File: src/rtl/trace_pkg.sv
// trace_pkg: trace record layout and serializer constants shared by the trace egress path
package trace_pkg;

   localparam int TRACE_RECORD_WIDTH = 256;

   localparam int FLAG_CORE_ERROR = 1;
   localparam int TRACE_SER_FLAG_ERR_BIT = FLAG_CORE_ERROR;

   // flags sits directly above opcode(16) and meta(32) in the packed record
   localparam int TRACE_FLAGS_LSB = 48;

   localparam logic [15:0] TRACE_SER_MAGIC = 16'h5E47;

   typedef struct packed {
      logic [63:0] tx_id;
      logic [63:0] t_ingress;
      logic [63:0] t_egress;
      logic [15:0] flags;
      logic [15:0] opcode;
      logic [31:0] meta;
   } trace_record_t;

   typedef enum logic {SER_IDLE, SER_SEND} trace_ser_state_e;

endpackage

File: src/rtl/trace_sat_counter.sv
// trace_sat_counter: up-counter that sticks at all-ones instead of wrapping
module trace_sat_counter #(
   parameter int WIDTH = 32
) (
   input  logic             clk,
   input  logic             rst_n,
   input  logic             inc,
   output logic [WIDTH-1:0] count
);

   // Advance on inc until every bit is set, then hold
   always_ff @(posedge clk or negedge rst_n)
      if (!rst_n) count <= '0;
      else if (inc && count != '1) count <= count + WIDTH'(1);

endmodule

File: src/rtl/trace_stream_serializer.sv
// trace_stream_serializer: slices 256-bit trace records into MSB-first stream beats (optional header via TRACE_SER_HEADER_EN)
module trace_stream_serializer
   import trace_pkg::*;
#(
   parameter int OUT_WIDTH = 64,
   parameter int CNT_WIDTH = 32
) (
   input  logic                          clk,
   input  logic                          rst_n,
   input  logic                          rec_valid,
   output logic                          rec_ready,
   input  logic [TRACE_RECORD_WIDTH-1:0] rec_data,
   output logic                          m_tvalid,
   input  logic                          m_tready,
   output logic [OUT_WIDTH-1:0]          m_tdata,
   output logic                          m_tlast,
   output logic                          busy,
   output logic [CNT_WIDTH-1:0]          records_sent,
   output logic [CNT_WIDTH-1:0]          err_records
);

   localparam int BEATS = TRACE_RECORD_WIDTH / OUT_WIDTH;
`ifdef TRACE_SER_HEADER_EN
   localparam int HDR = 1;
`else
   localparam int HDR = 0;
`endif
   localparam int TOTAL = BEATS + HDR;
   localparam int IW = $clog2(TOTAL);
   localparam logic [IW-1:0] LAST = IW'(TOTAL - 1);

   if (OUT_WIDTH != 32 && OUT_WIDTH != 64 && OUT_WIDTH != 128) begin : g_bad_width
      $error("trace_stream_serializer: OUT_WIDTH must be 32, 64 or 128");
   end

   trace_ser_state_e state, state_n;
   logic [IW-1:0] idx, idx_n, pidx;
   logic [TRACE_RECORD_WIDTH-1:0] hold;
   logic [OUT_WIDTH-1:0] beat;
   logic accept, last_hs;

`ifdef TRACE_SER_HEADER_EN
   logic [15:0] seq, hdr_seq;

   // Stamp each accepted record with the running sequence number, then advance (wraps at 16 bits)
   always_ff @(posedge clk or negedge rst_n)
      if (!rst_n) begin
         seq <= '0;
         hdr_seq <= '0;
      end else if (accept) begin
         hdr_seq <= seq;
         seq <= seq + 16'd1;
      end
`endif

   // Handshake and next-state: the final beat's handshake frees the slot so a new record can follow with no bubble
   always_comb begin
      state_n = state;
      idx_n = idx;
      m_tvalid = state == SER_SEND;
      m_tlast = m_tvalid && idx == LAST;
      last_hs = m_tlast && m_tready;
      rec_ready = state == SER_IDLE || last_hs;
      accept = rec_valid && rec_ready;
      if (accept) begin
         state_n = SER_SEND;
         idx_n = '0;
      end else if (last_hs) begin
         state_n = SER_IDLE;
         idx_n = '0;
      end else if (m_tvalid && m_tready) idx_n = idx + IW'(1);
   end

   // Beat selection: payload words leave MSB first, the optional header occupies slot 0
   always_comb begin
      pidx = idx < IW'(HDR) ? '0 : idx - IW'(HDR);
      beat = hold[TRACE_RECORD_WIDTH - 1 - int'(pidx) * OUT_WIDTH -: OUT_WIDTH];
`ifdef TRACE_SER_HEADER_EN
      if (idx == '0) begin
         beat = '0;
         beat[OUT_WIDTH-1 -: 16] = TRACE_SER_MAGIC;
         beat[15:0] = hdr_seq;
      end
`endif
      m_tdata = m_tvalid ? beat : '0;
   end

   // State, beat index and the record holding register; a reset mid-record simply drops the held record
   always_ff @(posedge clk or negedge rst_n)
      if (!rst_n) begin
         state <= SER_IDLE;
         idx <= '0;
         hold <= '0;
      end else begin
         state <= state_n;
         idx <= idx_n;
         if (accept) hold <= rec_data;
      end

   assign busy = state == SER_SEND;

   trace_sat_counter #(.WIDTH(CNT_WIDTH)) u_sent (
      .clk(clk),
      .rst_n(rst_n),
      .inc(last_hs),
      .count(records_sent)
   );

   trace_sat_counter #(.WIDTH(CNT_WIDTH)) u_err (
      .clk(clk),
      .rst_n(rst_n),
      .inc(accept && rec_data[TRACE_FLAGS_LSB + TRACE_SER_FLAG_ERR_BIT]),
      .count(err_records)
   );

endmodule
File: config.mk
export PLATFORM = sky130hd
export DESIGN_NAME = trace_stream_serializer
export DESIGN_NICKNAME = d
export VERILOG_FILES = /design/src/rtl/trace_pkg.sv /design/src/rtl/trace_sat_counter.sv /design/src/rtl/trace_stream_serializer.sv
export SDC_FILE = /design/constraint.sdc
export NUM_CORES = 1
export LEC_CHECK = 0
export BUFFER_PORTS_ARGS = -buffer_cell sky130_fd_sc_hd__buf_2
export CORE_ASPECT_RATIO = 0.9
export CORE_MARGIN = 1.5
export CORE_UTILIZATION = 25
export DETAILED_ROUTE_END_ITERATION = 7
export GPL_TIMING_DRIVEN = 0
export HOLD_SLACK_MARGIN = 0.02
export SLEW_MARGIN = 0
export SYNTH_ARGS = -nofsm -noshare
export SYNTH_HDL_FRONTEND = slang
export SYNTH_SLANG_ARGS = --single-unit
File: constraint.sdc
create_clock -name clk -period 3.5 [get_ports clk]
set_input_delay 0.35 -clock clk [delete_from_list [all_inputs] [get_ports clk]]
set_output_delay 0.35 -clock clk [all_outputs]
set_load 0.05 [all_outputs]
==> impl_results.md <==
* Setup Skew at 0.01461 ns
* CTS Buffer Depth at 3
* Hold Vio Cnt, Final at 0
* Outcome: finished, final reports clean
* Chip height at 233.0 µm
* Hold worst-path end: hold[219]
* Total GRT Usage at 0.1535
* Worst Path Max Fanout at 10
* Cell Pwr Density at 895.3 nW/µm²
* Comb pwr share at 0.458
* Grt ovf at 0
* Die W at 258.5 µm
* Final setup TNS at 0 ns
* CORE AREA at 58230 µm²
* Final Util at 0.3560
* Hold Crit Start: rec_data[219]
* Placement Cell Area at 17680 µm²
* Hold path depth at 2
* Max_slew headroom at 0.3483
* DIE AREA at 60220 µm²
* Top post-synthesis cells by area: dfrtp_1 55%, mux2_2 20%, mux4_2 9.8%
* Synthesized cell area at 14690 µm²
* Initial Utilization at 0.2523
* Yosys reg bits at 323
* DRC violations left at 0
* Reg clk slew, reported paths at 0.06 ns
* Startpoint types: flop
* Post-Synthesis Cells at 1000
* Synth unique cells at 42
* DR iter-0 viols at 428
* Pin count of the biggest net entering global routing at 117
* R2R setup slack at 0.56 ns
* Worst Hold Slack at 0.05329 ns
* Layout cell share with drive strength beyond 1 at 0.5040
* Cells on worst reg2reg path at 5
* Final ANT Viol Nets at 0
* Synth area leader: dfrtp_1
* Final Instance Area at 20730 µm²
* Unrepaired setup endpoints after global routing: no
* Area grow syn2layout at 41.11%
* Fmax at 0.3108 GHz
* Internal at 11210 µW
* Sequential power share at 0.329
* Sw Ratio at 0.3959
* Pins Over Slew Limit at 0
* Syn Area/Cell at 14.69 µm²
* Number of port buffers at 391
* Final RePlAce weighted congestion at 0.8214
* Total Nets Final at 1876
* Most used DFF post-synth: dfrtp_1
* Worst skew pair latency at 0.54 ns
* Final Cycle Share at 0.9193
* Share of the synthesized area in the top cell type at 0.5503
* Max-cap viol count at 0
* I/O Pins at 392
* H-tree depth at 2
* Clk sinks at 323
* TritonCTS buffer count at 38
* Global-route wire length before repair at 70.60 mm
* Post-CTS Setup Bufs at 0
* FP Rows at 84
* Wire length per cell at 19.21 µm
* Worst Max-Slew Pin Slew at 0.9775 ns
* CTS tree: done
* TritonRoute pass-1 iters at 4
* Total Power at 18560 µW
* Reg2reg end: hold[201]
* CP endpoint kind: output pin
* Vias at 10767
* LEAKAGE at 0.009388 µW
* Psw at 7347 µW
* R2r startpoint: busy
* Ys async rst share at 1.000
* Synth Warn # at 0
* Post-synthesis sequential area ratio at 0.5503
* DP Wirelength at 33.22 mm
* Syn Nets at 1263
* Worst EP arrival at 2.87 ns
* Crit path required time at 3.15 ns
* VDD IR max at 492.3 µV
* Crit path time final at 3.218 ns
* Clock share of power at 0.212
* Number of flops mapped to enable cells by yosys at 0
* Vias/cell at 4.457
* HP Class: in2reg
* Antenna violations before repair at 8
* Number of global-route vias before repair at 11939
* Final-report setup violation count at 0
* Routed WL at 46.40 mm
* CTS root buf: clkbuf_16
* Setup CP Type: reg2out
state kept, by name, summed over array words and instances (netlist names):
signal and cells:
u_sent.count 32, busy 1, u_err.count 32, hold 256, idx 2
worst max path at each step:
stage / slack, ns / from / end / depth (start not counted)
final: 0.28 / idx[0] / m_tdata[29] / 5
after global routing: 0.04 / busy / m_tdata[46] / 4
after CTS: 0.13 / idx[0] / m_tdata[29] / 5
after detailed placement: 0.24 / idx[1] / m_tdata[29] / 5
after global placement: -4.30 / rst_n / hold[52] / 1
after floorplan: 1.20 / busy / u_err.count[27] / 6
per-stage QoR:
step           instances  setup slack (ns)
3_5_place_dp        2167            0.2362
2_1_floorplan       1000             1.202
4_1_cts             2413            0.1281
5_1_grt             2414           0.04224
6_report            2416            0.2824
3_3_place_gp        2165            -4.295
synthesized netlist by cell type (3+ instances only):
cell type    n
dfrtp_1    323
mux2_2     257
and2_1      68
mux4_2      64
xnor2_1     41
buf_2       33
nand4_1     32
nand3_1     30
nand2_1     26
nor2_1      19
xor2_1      19
clkbuf_1    16
and3_1      10
inv_1        6
nor3_1       5
a31oi_1      4
nor2_2       4
and4_1       3
ha_1         3
nand2b_1     3
nor3_2       3
nor4_1       3
o21ai_0      3
or2_2        3
power by group through the flow:
stage	registers, µW	logic (µW)	clock network [µW]
final	6110	8510	3940
after global placement	6070	8330	0
after CTS	6110	8630	4070
after global routing	6310	9030	4220
after floorplan	5980	6360	0
after detailed placement	6170	8440	0
repair_timing:
action	4_1_cts	5_1_grt
endpoints found under the setup margin	34	0
hold endpoints to repair	282	0
gates resized for setup	2	0
hold buffers	180	0
cell type report:
cell class	count	area (µm²)
Antenna cell	3	7.507
Inverter	6	22.52
Clock inverter	7	72.57
Multi-Input combinational cell	618	6331
Timing Repair Buffer	573	3824
Clock buffer	59	1164
Buffer	53	254.0
Tap cell	774	968.4
Fill cell	5667	37500
Sequential cell	323	8083
worst max-delay path, cell delays in order (launching register included):
cell and delay [ns]:
dfrtp_1 0.38, buf_2 0.42, buf_2 0.52, mux4_2 0.59
and2_1 0.17, buf_2 0.22
cell usage in the layout, fill, tap and decap left out, types with 5 or more instances in the layout:
master,netlist,routed
buf_2,33,423
dfrtp_1,323,323
clkbuf_16,0,41
nand4_1,32,32
clkbuf_1,16,25
dlygate4sd3_1,0,180
mux4_2,64,64
nor2_1,19,19
clkbuf_8,0,7
nand2_1,26,26
xor2_1,19,19
nand3_1,30,30
and3_1,10,10
mux2_2,257,257
and2_1,68,68
inv_1,6,6
nor3_1,5,5
xnor2_1,41,41
metal layers:
layer  part of all wire  global-route usage
met5            0.00084                   0
met4              0.022             0.04349
met3              0.059             0.03867
met2               0.49              0.2611
met1               0.43              0.1923
cells by family (layout without fill, tap and decap cells):
group / after synthesis / in the layout / share of synthesized area
muxes: 322 / 322 / 0.2959
buffers and inverters: 59 / 698 / 0.01866
xor gates and xnor gates: 60 / 60 / 0.03578
adders and majority gates: 3 / 3 / 0.002556
DFF: 323 / 323 / 0.5503
other: 0 / 3 / 0
and+or+nand+nor: 219 / 219 / 0.08945
AOI/OAI and AO/OA: 14 / 14 / 0.007411
No activity file was read; power rests on OpenSTA's default activity.
